==> src/rtl/merge_ctrl_pkg.sv <==
// Shared types and constants for the two-input merge sequencing controller.
package merge_ctrl_pkg;

  localparam int unsigned DEFAULT_KEY_W = 32;
  localparam int unsigned DEFAULT_RUN_W = 16;

  // A head key equal to this value marks the end of a run.
  localparam int unsigned TERM_KEY = 0;

  typedef enum logic [2:0] {
    MERGE,
    DRAIN_A,
    DRAIN_B,
    FLUSH_A,
    FLUSH_B
  } merge_state_t;

endpackage

==> src/rtl/merge_ctrl.sv <==
// Merge sequencing controller: picks which FIFO head the merger consumes, stalls on
// back-pressure or missing data, and counts completed runs and their lengths.
module merge_ctrl
  import merge_ctrl_pkg::*;
#(
  parameter int unsigned KEY_W = DEFAULT_KEY_W,
  parameter int unsigned RUN_W = DEFAULT_RUN_W
) (
  input  logic             i_clk,
  input  logic             i_rst,
  input  logic             i_out_full,
  input  logic             i_a_empty,
  input  logic             i_b_empty,
  input  logic [KEY_W-1:0] i_a_key,
  input  logic [KEY_W-1:0] i_b_key,
  output logic             o_select_a,
  output logic             o_stall,
  output logic             o_switch_output,
  output logic             o_run_done,
  output logic [RUN_W-1:0] o_run_count,
  output logic [RUN_W-1:0] o_run_len
);

  merge_state_t     state_q, state_d;
  logic [RUN_W-1:0] len_q;
  logic [RUN_W-1:0] run_count_q;
  logic [RUN_W-1:0] run_len_q;
  logic             run_done_q;

  logic a_term, b_term;
  logic sel, adv;
  logic flush_done, count_en;

  assign a_term = (i_a_key == KEY_W'(TERM_KEY));
  assign b_term = (i_b_key == KEY_W'(TERM_KEY));

  always_comb begin
    state_d = state_q;
    sel     = 1'b1;
    adv     = 1'b0;
    case (state_q)
      MERGE: begin
        // A terminator never wins the compare while the other side still has data.
        if (a_term && !b_term) begin
          sel = 1'b0;
        end else if (b_term && !a_term) begin
          sel = 1'b1;
        end else begin
          sel = (i_a_key <= i_b_key);
        end
        adv = !i_out_full && !i_a_empty && !i_b_empty && !(a_term && b_term);
        if (!i_a_empty && !i_b_empty && a_term && b_term) begin
          state_d = FLUSH_A;
        end else if (adv && a_term) begin
          state_d = DRAIN_B;
        end else if (adv && b_term) begin
          state_d = DRAIN_A;
        end
      end
      DRAIN_A: begin
        sel = 1'b1;
        adv = !i_out_full && !i_a_empty && !a_term;
        if (!i_a_empty && a_term) begin
          state_d = FLUSH_A;
        end
      end
      DRAIN_B: begin
        sel = 1'b0;
        adv = !i_out_full && !i_b_empty && !b_term;
        // A's terminator is still at its head, so both terminators get flushed in order.
        if (!i_b_empty && b_term) begin
          state_d = FLUSH_A;
        end
      end
      FLUSH_A: begin
        sel = 1'b1;
        adv = !i_out_full && !i_a_empty;
        if (adv) begin
          state_d = FLUSH_B;
        end
      end
      FLUSH_B: begin
        sel = 1'b0;
        adv = !i_out_full && !i_b_empty;
        if (adv) begin
          state_d = MERGE;
        end
      end
      default: state_d = MERGE;
    endcase
  end

  assign flush_done = adv && (state_q == FLUSH_B);
  assign count_en   = adv && ((state_q == MERGE) || (state_q == DRAIN_A) || (state_q == DRAIN_B));

  always_ff @(posedge i_clk) begin
    if (i_rst) begin
      state_q     <= MERGE;
      len_q       <= '0;
      run_count_q <= '0;
      run_len_q   <= '0;
      run_done_q  <= 1'b0;
    end else begin
      state_q    <= state_d;
      run_done_q <= flush_done;
      if (flush_done) begin
        run_count_q <= run_count_q + RUN_W'(1);
        run_len_q   <= len_q;
        len_q       <= '0;
      end else if (count_en && (len_q != '1)) begin
        len_q <= len_q + RUN_W'(1);
      end
    end
  end

  // Reset forces a safe hold regardless of the FIFO and key inputs.
  assign o_stall         = i_rst || !adv;
  assign o_select_a      = i_rst || sel;
  assign o_switch_output = !i_rst && flush_done;
  assign o_run_done      = run_done_q;
  assign o_run_count     = run_count_q;
  assign o_run_len       = run_len_q;

endmodule
==> config.mk <==
export PLATFORM = sky130hd
export DESIGN_NAME = merge_ctrl
export DESIGN_NICKNAME = d
export VERILOG_FILES = /design/src/rtl/merge_ctrl_pkg.sv /design/src/rtl/merge_ctrl.sv
export SDC_FILE = /design/constraint.sdc
export NUM_CORES = 1
export LEC_CHECK = 0
export CAP_MARGIN = 40
export CORE_UTILIZATION = 51
export DETAILED_ROUTE_END_ITERATION = 8
export MAX_ROUTING_LAYER = met4
export PLACE_DENSITY = 0.95
export REMOVE_ABC_BUFFERS = 1
export SETUP_SLACK_MARGIN = 0.3
export SLEW_MARGIN = 20
export SYNTH_ARGS = -nofsm -noshare
export SYNTH_HDL_FRONTEND = slang
export SYNTH_SLANG_ARGS = --single-unit
==> constraint.sdc <==
create_clock -name i_clk -period 5.7 [get_ports i_clk]
set_input_delay 0.855 -clock i_clk [delete_from_list [all_inputs] [get_ports i_clk]]
set_output_delay 0.855 -clock i_clk [all_outputs]
set_load 0.02 [all_outputs]
==> impl_metrics.env, run 1 <==
export IMPL_insertion_delay_ns=0.31
export IMPL_endpoint_kind="output port"
export IMPL_syn_area_per_cell_um2=7.75
export IMPL_path_delay_family="buffers and inverters"
export IMPL_cpMaxStageDelayCell="clkdlybuf4s50_1"
export IMPL_num_antenna_cells=0
export IMPL_yosysTopAreaCell="dfxtp_1"
export IMPL_cts_resized=0
export IMPL_min_period_ns=4.44
export IMPL_crit_fanout=3
export IMPL_async_flop_share_pct=0
export IMPL_synthToLayoutAreaGrowth_pct=34.2
export IMPL_setup_viol=0
export IMPL_place_hpwl_mm=7.29
export IMPL_peakVddDrop_mv=0.177
export IMPL_max_freq_mhz=225
export IMPL_rsz0062_at_grt="no"
export IMPL_cp_required_ns=4.85
export IMPL_grtUsageTotal_pct=28.1
export IMPL_fillCellCount=502
export IMPL_numPortBuffers=104
export IMPL_cts_root_buffer_cell="clkbuf_8"
export IMPL_start_util_pct=53.5
export IMPL_tritoncts="built"
export IMPL_drive_gt1_share_pct=3.49
export IMPL_ys_seq_area_share_pct=30.1
export IMPL_slew_headroom_pct=53.8
export IMPL_drc=8
export IMPL_grt_pass1_vias=3549
export IMPL_grt_pass1_wl_mm=15.8
export IMPL_dr_total_vias=3722
export IMPL_grt_ovfl_total=0
export IMPL_routed_wl_mm=9.70
export IMPL_synth_top_area_share_pct=30.1
export IMPL_p_leak_nw=1.76
export IMPL_status="complete, but fails checks"
export IMPL_drv_slew=0
export IMPL_rows=29
export IMPL_drv_cap=0
export IMPL_synth_edf_count=0
export IMPL_r2r_cells=5
export IMPL_grt_max_degree=29
export IMPL_htree_levels=2
export IMPL_nets=646
export IMPL_synthTopCellsByArea="dfxtp_1 (30%), ha_1 (12%), a21oi_1 (6.7%)"
export IMPL_clkTransAtPathRegs_ns=0.09
export IMPL_min_period_over_period_pct=77.9
export IMPL_wl_per_cell_um=15.6
export IMPL_path_buf_inv=3
export IMPL_ys_ff_latch=52
export IMPL_viasPerCell=5.99
export IMPL_core_area_um2=6460
export IMPL_die_x_um=84.3
export IMPL_hold_buffers=0
export IMPL_ys_flop_type="dfxtp_1"
export IMPL_finClkSkew_ns=0.00332
export IMPL_dr_pass1_iters=7
export IMPL_die_area_um2=7110
export IMPL_timing_setup_tns_ns=0
export IMPL_synth_most_common_cell="nand2_1"
export IMPL_synth_commonest_cells="nand2_1 (55), dfxtp_1 (52), a21oi_1 (46)"
export IMPL_worstMarginPinSlew_ns=0.690
export IMPL_slowest_delay_ns=0.61
export IMPL_top_level_ports=105
export IMPL_cp_common_cell="clkdlybuf4s50_1"
export IMPL_place_area_um2=4510
export IMPL_first_iter_violations=355
export IMPL_final_area_um2=4640
export IMPL_cts_buffer_depth=2
export IMPL_path_cells="clkdlybuf4s50_1 > inv_1 > ha_1 > nand4_1 > nor4_1 > nand3_1 > maj3_1 > o21ai_1 > a31o_1 > clkdlybuf4s50_1"
export IMPL_clkSinkCount=52
export IMPL_die_height_um=84.3
export IMPL_power_density_nw_per_um2=155
export IMPL_cp_depth=10
export IMPL_numCtsBuffers=5
export IMPL_syn_inst=446
export IMPL_ys_types=55
export IMPL_place_congestion=0.980
export IMPL_finalHoldViolCount=0
export IMPL_antenna_found_initial=0
export IMPL_critical_path_class="input pin to output port"
export IMPL_start_kind="input pin"
export IMPL_postCtsSetupRepairBufs=0
export IMPL_route_antenna_remaining_nets=0
export IMPL_holdPathStages=2
export IMPL_violations="design-rule violations"
export IMPL_worst_ep_arrival_time_ns=3.58
export IMPL_hold_path_class="register to register"
export IMPL_yosysWarnings=0
export IMPL_synth_area_um2=3460
sequential cells by signal (all words and copies together) (netlist names):
signal,cells
state_q,3
o_run_count,16
len_q,16
o_run_len,16
o_run_done,1
path summary, 6_finish.rpt:
check	slack, ns	end	startpoint
worst min-delay path	0.46	o_run_len[9]$_SDFFE_PP0P_	o_run_len[9]$_SDFFE_PP0P_
worst max-delay path	1.26	o_select_a	i_b_key[15]
worst min register to register	0.46	o_run_len[9]$_SDFFE_PP0P_	o_run_len[9]$_SDFFE_PP0P_
worst max register to register	3.32	len_q[14]$_SDFFE_PP0P_	state_q[1]$_SDFFE_PP0P_
through the flow:
step,worst slack (ns),util [%],hold WS (ns),std cells,total power (W)
4_1_cts,1.30,71.3,0.459,618,0.000718
5_1_grt,1.11,71.9,0.477,621,0.000747
3_5_place_dp,1.30,69.8,0.446,610,0.000504
2_1_floorplan,2.52,-,0.443,428,0.000425
3_3_place_gp,1.40,69.8,0.444,610,0.000497
6_report,1.26,71.9,0.459,621,0.000720
per-layer routing:
metal / wire (um) / up-vias / global-route usage, %
met5: 0 / - / -
met3: 455 / 36 / 3.93
li1: - / 1805 / -
met2: 4860 / 132 / 51.2
met1: 4030 / 1749 / 30.8
met4: 352 / 0 / 11.1
final cells by class:
class	count	area, um^2	share of cell area (%)
inverters	39	146	3.15
clock inverters	1	7.51	0.162
multi-input cells	337	2180	46.9
flip-flops and latches	52	1040	22.4
well taps	77	96.3	2.08
clock buffers	7	86.3	1.86
repair buffers	108	1090	23.4
cells in the final DEF (no fill, tap or decap), drive strengths merged, types with 3 or more instances in the layout:
master,n
nand2b,4
nand2,56
xnor2,8
nor2,27
clkdlybuf4s50,104
o21ai,18
or2,3
o31ai,9
inv,39
nand4,19
a21o,6
nor2b,6
nand3,11
or4,10
or3,9
xor2,4
a21oi,46
nor4,20
dfxtp,52
buf,4
a211oi,3
nor3,10
clkbuf,7
ha,34
and3,5
kinds of logic (layout without fill, tap and decap cells):
group	Yosys count	after routing	share of synthesized area, %
and+or+nand+nor	189	189	29.2
DFF	52	52	30.1
AOI/OAI and AO/OA	99	99	17.5
muxes	2	2	0.579
buffers and inverters	57	155	6.91
xor gates and xnor gates	12	12	3.04
adders and majority gates	35	35	12.6
power by group:
| part | internal [W] | switching, W |
|---|---|---|
| Sequential | 0.000364 | 0.00000107 |
| Combinational | 0.0000717 | 0.0000612 |
| Clock | 0.0000990 | 0.000123 |
| Total | 0.000535 | 0.000186 |
worst register-to-register path, stage by stage (launching register included):
cell and delay, ns:
dfxtp_1 0.48, nor3b_4 0.32, nand2_1 0.25, a41o_2 0.52
or4_1 0.56, o211a_1 0.15
(Power assumes the default switching activity.)
==> inputs of run 2 (changes only) <==
Settings changed: CORE_UTILIZATION 51 to 48, PLACE_DENSITY 0.95 to 0.92.
Clock period 5.7 ns to 4.2 ns, I/O delays scaled along.
==> impl_metrics.env, run 2 (same netlist as run 1, synthesis figures left out) <==
export IMPL_dr_total_vias=3732
export IMPL_slew_headroom_pct=41.5
export IMPL_slowest_delay_ns=0.61
export IMPL_numPortBuffers=104
export IMPL_endpoint_kind="output port"
export IMPL_dr_pass1_iters=6
export IMPL_p_leak_nw=1.76
export IMPL_rrSetupSlack_ns=1.72
export IMPL_viasPerCell=5.85
export IMPL_worstHoldStart="o_run_len[8]$_SDFFE_PP0P_"
export IMPL_htree_levels=2
export IMPL_die_area_um2=7550
export IMPL_top_level_ports=105
export IMPL_min_period_over_period_pct=87.7
export IMPL_setup_viol=0
export IMPL_path_cells="clkdlybuf4s50_1 > nor4_1 > nand4_1 > o221ai_2 > nand4_1 > nand3b_1 > clkdlybuf4s50_1"
export IMPL_postCtsSetupRepairBufs=0
export IMPL_grt_ovfl_total=0
export IMPL_numCtsBuffers=5
export IMPL_nets=645
export IMPL_rsz0062_at_grt="no"
export IMPL_r2r_start="state_q[1]$_SDFFE_PP0P_"
export IMPL_path_delay_family="buffers and inverters"
export IMPL_die_x_um=86.9
export IMPL_grtUsageTotal_pct=27.0
export IMPL_route_antenna_remaining_nets=0
export IMPL_path_buf_inv=2
export IMPL_routed_wl_mm=9.67
export IMPL_r2r_end="len_q[14]$_SDFFE_PP0P_"
export IMPL_insertion_delay_ns=0.31
export IMPL_first_iter_violations=358
export IMPL_crit_fanout=6
export IMPL_cpMaxStageDelayCell="clkdlybuf4s50_1"
export IMPL_grt_max_degree=44
export IMPL_wl_per_cell_um=15.1
export IMPL_final_util_pct=67.7
export IMPL_power_density_nw_per_um2=203
export IMPL_tritoncts="built"
export IMPL_total_power_w=0.000943
export IMPL_rows=30
export IMPL_drive_gt1_share_pct=3.51
export IMPL_clkTransAtPathRegs_ns=0.09
export IMPL_critical_path_class="input pin to output port"
export IMPL_place_congestion=0.972
export IMPL_start_util_pct=50.3
export IMPL_cp_required_ns=3.57
export IMPL_hold_buffers=0
export IMPL_fillCellCount=560
export IMPL_num_antenna_cells=0
export IMPL_hold_path_class="register to register"
export IMPL_clkSinkCount=52
export IMPL_place_hpwl_mm=7.32
export IMPL_finClkSkew_ns=0.0115
export IMPL_core_area_um2=6870
export IMPL_final_cell_mix="clkdlybuf4s50_1 (103), nand2_1 (55), dfxtp_1 (52), a21oi_1 (46), inv_1 (39)"
export IMPL_start_kind="input pin"
export IMPL_status="finished clean"
export IMPL_cts_buffer_depth=2
export IMPL_holdPathEnd="o_run_len[8]$_SDFFE_PP0P_"
export IMPL_worst_ep_arrival_time_ns=3.05
export IMPL_min_period_ns=3.68
export IMPL_max_freq_mhz=271
export IMPL_finalHoldViolCount=0
export IMPL_startpoint="i_a_key[8]"
export IMPL_worstMarginPinSlew_ns=0.873
export IMPL_drc=0
export IMPL_place_area_um2=4550
export IMPL_grt_pass1_wl_mm=15.9
export IMPL_whs_ns=0.458
export IMPL_antenna_found_initial=0
export IMPL_grt_pass1_vias=3616
export IMPL_final_area_um2=4650
export IMPL_peakVddDrop_mv=0.175
export IMPL_drv_slew=0
export IMPL_drv_cap=0
export IMPL_holdPathStages=2
export IMPL_timing_setup_tns_ns=0
export IMPL_cts_root_buffer_cell="clkbuf_8"
export IMPL_die_height_um=86.9
export IMPL_final_common_cell="clkdlybuf4s50_1"
export IMPL_synthToLayoutAreaGrowth_pct=34.5
export IMPL_r2r_cells=5
-- run 2: changes by cell type in the layout (fill, tap and decap cells not counted) --
cell,previous run,this run
buf_8,2,0
buf_4,2,3
clkbuf_8,6,5
clkdlybuf4s50_1,104,103
clkinv_2,0,1
clkinvlp_4,1,0
dlymetal6s2s_1,0,1
nor3_1,8,7
nor3_2,2,3
nor4_1,20,19
nor4_4,0,1
-- run 2: metal layers --
metal	global-route usage, %	share of wire, %	routed length [um]	up-vias
li1	-	-	-	1816
met4	10.6	3.2	314	0
met5	-	0	0	-
met1	30.0	41	4000	1742
met3	3.98	4.8	463	30
met2	48.4	51	4890	144
-- run 2: worst register-to-register path, stage by stage (launching register included) --
cell	delay (ns)
dfxtp_1	0.47
nor3b_4	0.33
nand2_1	0.31
a41o_2	0.55
or4_1	0.56
o211a_1	0.14
-- run 2: area by class of cell --
type	count	area, um^2	area share [%]
inverters	39	146	3.15
multi-input cells	337	2200	47.3
well taps	96	120	2.58
repair buffers	107	1070	22.9
clock buffers	6	72.6	1.56
flip-flops and latches	52	1040	22.4
clock inverters	1	5.00	0.108
-- run 2: worst max path at each step --
stage / end / slack [ns] / depth (start not counted)
2_1_floorplan: o_select_a / 1.47 / 8
3_3_place_gp: o_select_a / 0.31 / 10
3_5_place_dp: o_select_a / 0.19 / 10
4_1_cts: o_select_a / 0.30 / 10
5_1_grt: o_stall / 0.34 / 7
6_report: o_stall / 0.52 / 7
-- run 2: where the power goes --
group          total, W  switching, W  leakage [nW]  internal (W)
Clock          0.000268      0.000154        0.0410      0.000114
Sequential     0.000495    0.00000141         0.419      0.000494
Combinational  0.000180     0.0000828          1.30     0.0000970
Total          0.000943      0.000238          1.76      0.000704
-- run 2: timing repair --
action | CTS | global route
pin swaps | 0 | 1
gates cloned | 0 | 0
gates resized for setup | 2 | 2
endpoints found under the setup margin | 1 | 1
-- run 2: per-stage QoR --
stage,cells,setup WS [ns]
floorplan,428,1.47
global placement,631,0.311
detailed placement,631,0.193
CTS,638,0.303
global route,638,0.344
finish,638,0.515
